==> config.mk <==
export PLATFORM = sky130hd
export DESIGN_NAME = reorder_buffer
export DESIGN_NICKNAME = d
export VERILOG_FILES = /design/src/rtl/rob_pkg.sv /design/src/rtl/reorder_buffer.sv
export SDC_FILE = /design/constraint.sdc
export NUM_CORES = 1
export LEC_CHECK = 0
export ABC_AREA = 0
export CAP_MARGIN = 5
export CORE_MARGIN = 5
export CORE_UTILIZATION = 60
export CTS_CLUSTER_DIAMETER = 40
export DETAILED_ROUTE_END_ITERATION = 16
export GPL_TIMING_DRIVEN = 0
export PLACE_DENSITY = 0.78
export SLEW_MARGIN = 20
export SYNTH_ARGS = -nofsm -noshare
export SYNTH_HDL_FRONTEND = slang
export SYNTH_SLANG_ARGS = --single-unit
==> constraint.sdc <==
create_clock -name clk -period 4.7 [get_ports clk]
set_input_delay 0.94 -clock clk [delete_from_list [all_inputs] [get_ports clk]]
set_output_delay 0.94 -clock clk [all_outputs]
set_load 0.01 [all_outputs]
==> src/rtl/rob_pkg.sv <==
// Shared types, sizes and tag-arithmetic helpers for the reorder buffer.
package rob_pkg;

  localparam int unsigned ROB_WIDTH  = 4;
  localparam int unsigned PREG_WIDTH = 7;
  localparam int unsigned AREG_WIDTH = 5;
  localparam int unsigned ROB_DEPTH  = 2 ** ROB_WIDTH;

  typedef logic [ROB_WIDTH-1:0] rob_tag_t;

  typedef struct packed {
    logic                  valid;
    logic                  done;
    logic                  reg_write;
    logic                  is_branch;
    logic [AREG_WIDTH-1:0] rd;
    logic [PREG_WIDTH-1:0] prd;
    logic [PREG_WIDTH-1:0] old_prd;
  } rob_entry_t;

  // Age of a tag relative to the head; wraps naturally with the tag width.
  function automatic rob_tag_t rob_age(input rob_tag_t tag, input rob_tag_t head);
    return tag - head;
  endfunction

  // Entries strictly younger than mtag and still inside the occupied window.
  function automatic logic [ROB_DEPTH-1:0] rob_age_mask(input rob_tag_t           head,
                                                        input rob_tag_t           mtag,
                                                        input logic [ROB_WIDTH:0] count);
    logic [ROB_DEPTH-1:0] mask;
    logic [ROB_WIDTH:0]   age_i;
    logic [ROB_WIDTH:0]   age_m;
    mask  = '0;
    age_m = {1'b0, rob_age(mtag, head)};
    for (int i = 0; i < int'(ROB_DEPTH); i++) begin
      age_i   = {1'b0, rob_age(ROB_WIDTH'(i), head)};
      mask[i] = (age_i > age_m) && (age_i < count);
    end
    return mask;
  endfunction

endpackage

==> src/rtl/reorder_buffer.sv <==
// Circular in-order retirement buffer: dispatch at tail, out-of-order
// completion, one in-order retire per cycle from head, squash on mispredict.
module reorder_buffer
  import rob_pkg::*;
(
  input  logic                  clk,
  input  logic                  reset,
  input  logic                  dispatch_valid,
  input  logic [ROB_WIDTH-1:0]  dispatch_rob_tag,
  input  logic [PREG_WIDTH-1:0] dispatch_prd,
  input  logic [PREG_WIDTH-1:0] dispatch_old_prd,
  input  logic [AREG_WIDTH-1:0] dispatch_rd,
  input  logic                  dispatch_reg_write,
  input  logic                  dispatch_is_branch,
  output logic                  rob_ready,
  input  logic                  wb_valid,
  input  logic [ROB_WIDTH-1:0]  wb_rob_tag,
  input  logic                  branch_mispredict,
  input  logic [ROB_WIDTH-1:0]  mispredict_rob_tag,
  output logic                  retire_valid,
  output logic [ROB_WIDTH-1:0]  retire_rob_tag,
  output logic                  commit_en,
  output logic [PREG_WIDTH-1:0] commit_old_preg,
  output logic [PREG_WIDTH-1:0] commit_prd,
  output logic [AREG_WIDTH-1:0] commit_rd,
  output logic                  rob_empty,
  output logic                  alloc_error
);

  localparam int unsigned CNT_W = ROB_WIDTH + 1;

  rob_entry_t           ent_q [ROB_DEPTH];
  rob_entry_t           ent_d [ROB_DEPTH];
  rob_tag_t             head_q, head_d;
  rob_tag_t             tail_q, tail_d;
  logic [CNT_W-1:0]     count_q, count_d;
  logic                 alloc_error_q, alloc_error_d;

  logic                 mp_ok;
  logic                 mp_bad;
  logic [ROB_DEPTH-1:0] squash;
  logic                 disp_req;
  logic                 disp_bad;
  logic                 disp_ok;
  logic                 wb_ok;

  // Retire view of the head entry; payload is zeroed when nothing retires.
  always_comb begin
    retire_valid    = ent_q[head_q].valid && ent_q[head_q].done && (count_q != '0);
    retire_rob_tag  = retire_valid ? head_q : '0;
    commit_en       = retire_valid && ent_q[head_q].reg_write;
    commit_old_preg = retire_valid ? ent_q[head_q].old_prd : '0;
    commit_prd      = retire_valid ? ent_q[head_q].prd : '0;
    commit_rd       = retire_valid ? ent_q[head_q].rd : '0;
    rob_empty       = (count_q == '0);
    rob_ready       = (count_q != CNT_W'(ROB_DEPTH));
    alloc_error     = alloc_error_q;
  end

  // Qualify dispatch, writeback and mispredict requests against current state.
  always_comb begin
    mp_ok    = branch_mispredict && ent_q[mispredict_rob_tag].valid;
    mp_bad   = branch_mispredict && !ent_q[mispredict_rob_tag].valid;
    squash   = mp_ok ? rob_age_mask(head_q, mispredict_rob_tag, count_q) : '0;
    disp_req = dispatch_valid && !branch_mispredict;
    disp_bad = disp_req && (!rob_ready || (dispatch_rob_tag != tail_q));
    disp_ok  = disp_req && !disp_bad;
    wb_ok    = wb_valid && ent_q[wb_rob_tag].valid && !squash[wb_rob_tag];
  end

  // Next-state for the entry array, pointers, occupancy and error flag.
  always_comb begin
    ent_d         = ent_q;
    head_d        = head_q;
    tail_d        = tail_q;
    count_d       = count_q;
    alloc_error_d = alloc_error_q | disp_bad | mp_bad;

    if (wb_ok) begin
      ent_d[wb_rob_tag].done = 1'b1;
    end

    if (retire_valid) begin
      ent_d[head_q].valid = 1'b0;
      head_d              = head_q + ROB_WIDTH'(1);
    end

    for (int i = 0; i < int'(ROB_DEPTH); i++) begin
      if (squash[i]) begin
        ent_d[i].valid = 1'b0;
        ent_d[i].done  = 1'b0;
      end
    end

    if (disp_ok) begin
      ent_d[tail_q] = '{valid:     1'b1,
                        done:      1'b0,
                        reg_write: dispatch_reg_write,
                        is_branch: dispatch_is_branch,
                        rd:        dispatch_rd,
                        prd:       dispatch_prd,
                        old_prd:   dispatch_old_prd};
      tail_d = tail_q + ROB_WIDTH'(1);
    end

    if (mp_ok) begin
      tail_d  = mispredict_rob_tag + ROB_WIDTH'(1);
      count_d = {1'b0, rob_age(mispredict_rob_tag, head_q)} + CNT_W'(1) - CNT_W'(retire_valid);
    end else begin
      count_d = count_q + CNT_W'(disp_ok) - CNT_W'(retire_valid);
    end
  end

  // State registers; reset drops every in-flight entry.
  always_ff @(posedge clk or negedge reset) begin
    if (!reset) begin
      for (int i = 0; i < int'(ROB_DEPTH); i++) begin
        ent_q[i] <= '0;
      end
      head_q        <= '0;
      tail_q        <= '0;
      count_q       <= '0;
      alloc_error_q <= 1'b0;
    end else begin
      ent_q         <= ent_d;
      head_q        <= head_d;
      tail_q        <= tail_d;
      count_q       <= count_d;
      alloc_error_q <= alloc_error_d;
    end
  end

endmodule

==> results.sh <==
export IMPL_path_depth=7
export IMPL_combPwrFrac=0.273
export IMPL_viasPerCell=6.60
export IMPL_yosysUniqueCellTypes=67
export IMPL_overflow=0
export IMPL_hold_viol=0
export IMPL_setup_viol_count_final=0
export IMPL_critical_path_top_delay_family="buffers and inverters"
export IMPL_synth_edf_count=0
export IMPL_io_pins=66
export IMPL_crit_path_end_kind="output port"
export IMPL_worst_path_buf_inv=4
export IMPL_slowest_stage="mux4_2"
export IMPL_slowest_delay_ns=0.54
export IMPL_grt_antenna_before_repair=0
export IMPL_post_route_min_period_ns=4.67
export IMPL_post_dp_cell_area_mm2=0.0208
export IMPL_finalClockSkew_ns=0.0331
export IMPL_dr_pass1_iters=6
export IMPL_ys_warn_count=0
export IMPL_cp_start_kind="flop"
export IMPL_initial_core_util=0.603
export IMPL_drv_cap=0
export IMPL_crit_chain="buf_2 -> clkbuf_4 -> buf_4 -> mux4_2 -> mux4_2 -> and2_1 -> clkdlybuf4s50_1"
export IMPL_peakVddDrop_uv=377
export IMPL_cts_buffers=51
export IMPL_insertion_delay_ns=0.62
export IMPL_seq_area_frac_synth=0.470
export IMPL_ff2ff_path_depth=16
export IMPL_final_cell_mix="dfrtp_1 (364), mux2_2 (307), nand2_1 (138)"
export IMPL_cts_tree="done"
export IMPL_htree_levels=2
export IMPL_powerDensity_mw_per_mm2=501
export IMPL_die_area_mm2=0.0362
export IMPL_areaGrowthSynthToFinish_pct=17.9
export IMPL_core_mm2=0.0323
export IMPL_synth_top_flop_cell="dfrtp_1"
export IMPL_hold_class="in -> async"
export IMPL_drc=0
export IMPL_vias=14100
export IMPL_syn_area_per_cell_um2=12.8
export IMPL_clockBufferDepth=3
export IMPL_cts_sinks=366
export IMPL_p_sw_mw=3.69
export IMPL_final_util=0.711
export IMPL_drtAntennaViolNets=0
export IMPL_synthArstFlopShare=1.00
export IMPL_worstMarginPinSlew_ns=1.18
export IMPL_diodes=0
export IMPL_grt_pass1_vias=14700
export IMPL_slew_viol_final=0
export IMPL_wl_um=57900
export IMPL_status="finished, final reports clean"
export IMPL_final_common_cell="dfrtp_1"
export IMPL_cp_arrival_ns=3.73
export IMPL_slew_headroom=0.213
export IMPL_crit_top_cell="mux4_2"
export IMPL_path_max_fanout=10
export IMPL_grt_pass1_wl_um=89000
export IMPL_rsz0062_at_grt="yes"
export IMPL_synth_area_mm2=0.0195
export IMPL_io_buffers=62
export IMPL_timing_fmax_mhz=214
export IMPL_internal_power_mw=7.83
export IMPL_syn_nets=1630
export IMPL_drive_gt1_frac=0.355
export IMPL_die_w_um=190
export IMPL_final_period_utilization=0.994
export IMPL_p_sw_frac=0.320
export IMPL_final_nets=1762
export IMPL_power_share_sequential=0.360
export IMPL_drt_iter0_markers=1615
export IMPL_yosys_register_bits=366
export IMPL_syn_inst=1520
export IMPL_post_drt_wl_per_cell_um=27.1
export IMPL_critPathKind="reg -> out"
export IMPL_leakage_nw=10.8
export IMPL_rows=66
export IMPL_grt_usage=0.327
export IMPL_fin_setup_tns_ns=0
export IMPL_finalPower_mw=11.5
export IMPL_clkPwrFrac=0.367
export IMPL_gp_congestion=0.972
export IMPL_clkTransAtPathRegs_ns=0.05
export IMPL_hpwlAfterDp_um=38100
export IMPL_worstPathRequired_ns=3.76
export IMPL_root_buffer="clkbuf_16"
export IMPL_grt_max_degree=98
export IMPL_die_h_um=190
export IMPL_design_area_mm2=0.0230
[final timing paths]
check | end | start | slack, ns
max in group asynchronous | ent_q[237] | reset | 3.13
min in group clk | ent_q[16] | ent_q[16] | 0.47
worst max register to register | ent_q[182] | head_q[3] | 0.32
worst min register to register | ent_q[16] | ent_q[16] | 0.47
worst max-delay path | commit_rd[0] | head_q[0] | 0.03
worst min-delay path | head_q[1] | reset | 0.29
[flip-flops by register name (all words and copies together), names as in the netlist]
signal       count
alloc_error      1
head_q           4
ent_q          352
tail_q           4
count_q          5
[repair_timing]
action / in CTS / in global routing
endpoints found under the setup margin: 45 / 34
hold buffers: 0 / 0
resized for setup: 75 / 17
setup buffers: 5 / 8
pin swaps: 0 / 3
gates cloned: 0 / 0
[final cells by class]
cell class | count | area (um^2)
Clock buffer | 55 | 1330
Sequential cell | 366 | 9160
Inverter | 47 | 196
Multi-Input combinational cell | 998 | 9760
Fill cell | 2096 | 9330
Tap cell | 442 | 553
Clock inverter | 40 | 558
Buffer | 109 | 563
Timing Repair Buffer | 79 | 838
[power by group through the flow]
stage / registers [mW] / logic, mW / clock network [mW]
3_5_place_dp: 4.16 / 2.95 / 0
6_report: 4.14 / 3.15 / 4.22
3_3_place_gp: 4.13 / 2.83 / 0
5_1_grt: 4.19 / 3.43 / 4.39
4_1_cts: 4.12 / 3.06 / 4.24
2_1_floorplan: 4.02 / 2.20 / 0
[per-stage QoR]
| stage | setup slack, ns | cells | hold slack, ns |
|---|---|---|---|
| after CTS | 0.0144 | 2128 | 0.287 |
| after detailed placement | -0.898 | 2028 | 0.452 |
| after global routing | -0.0288 | 2136 | 0.323 |
| after floorplan | 0.442 | 1520 | 0.434 |
| final | 0.0279 | 2136 | 0.288 |
| after global placement | -12.95 | 2024 | 0.445 |
[metal layers]
metal,vias up,share of wire,track usage
met2,763,0.47,0.520
met3,187,0.091,0.0771
met1,7300,0.39,0.437
met5,-,0,0
met4,0,0.045,0.138
li1,5844,-,-
[cell usage after synthesis (15+ instances only)]
cell type,count,share of area
dfrtp_1,366,0.47
inv_1,42,0.0081
nand3_1,29,0.0075
o21ai_0,41,0.011
mux2_2,307,0.18
and2_1,25,0.0080
xnor2_1,15,0.0067
buf_2,18,0.0046
nand2_1,138,0.027
ha_1,70,0.045
buf_1,17,0.0033
clkbuf_1,71,0.014
nor2_1,43,0.0083
mux4_2,106,0.12
a21oi_1,43,0.011
[cells by family after synthesis]
kind of cell               after synthesis  synth area share
AOI/OAI and AO/OA                      170            0.0567
xor gates and xnor gates                30            0.0158
adders and majority gates               77            0.0497
buffers and inverters                  156            0.0319
DFF                                    366             0.470
muxes                                  418             0.303
and+or+nand+nor                        303            0.0729
Note: power is estimated with default switching activity, not from simulation.
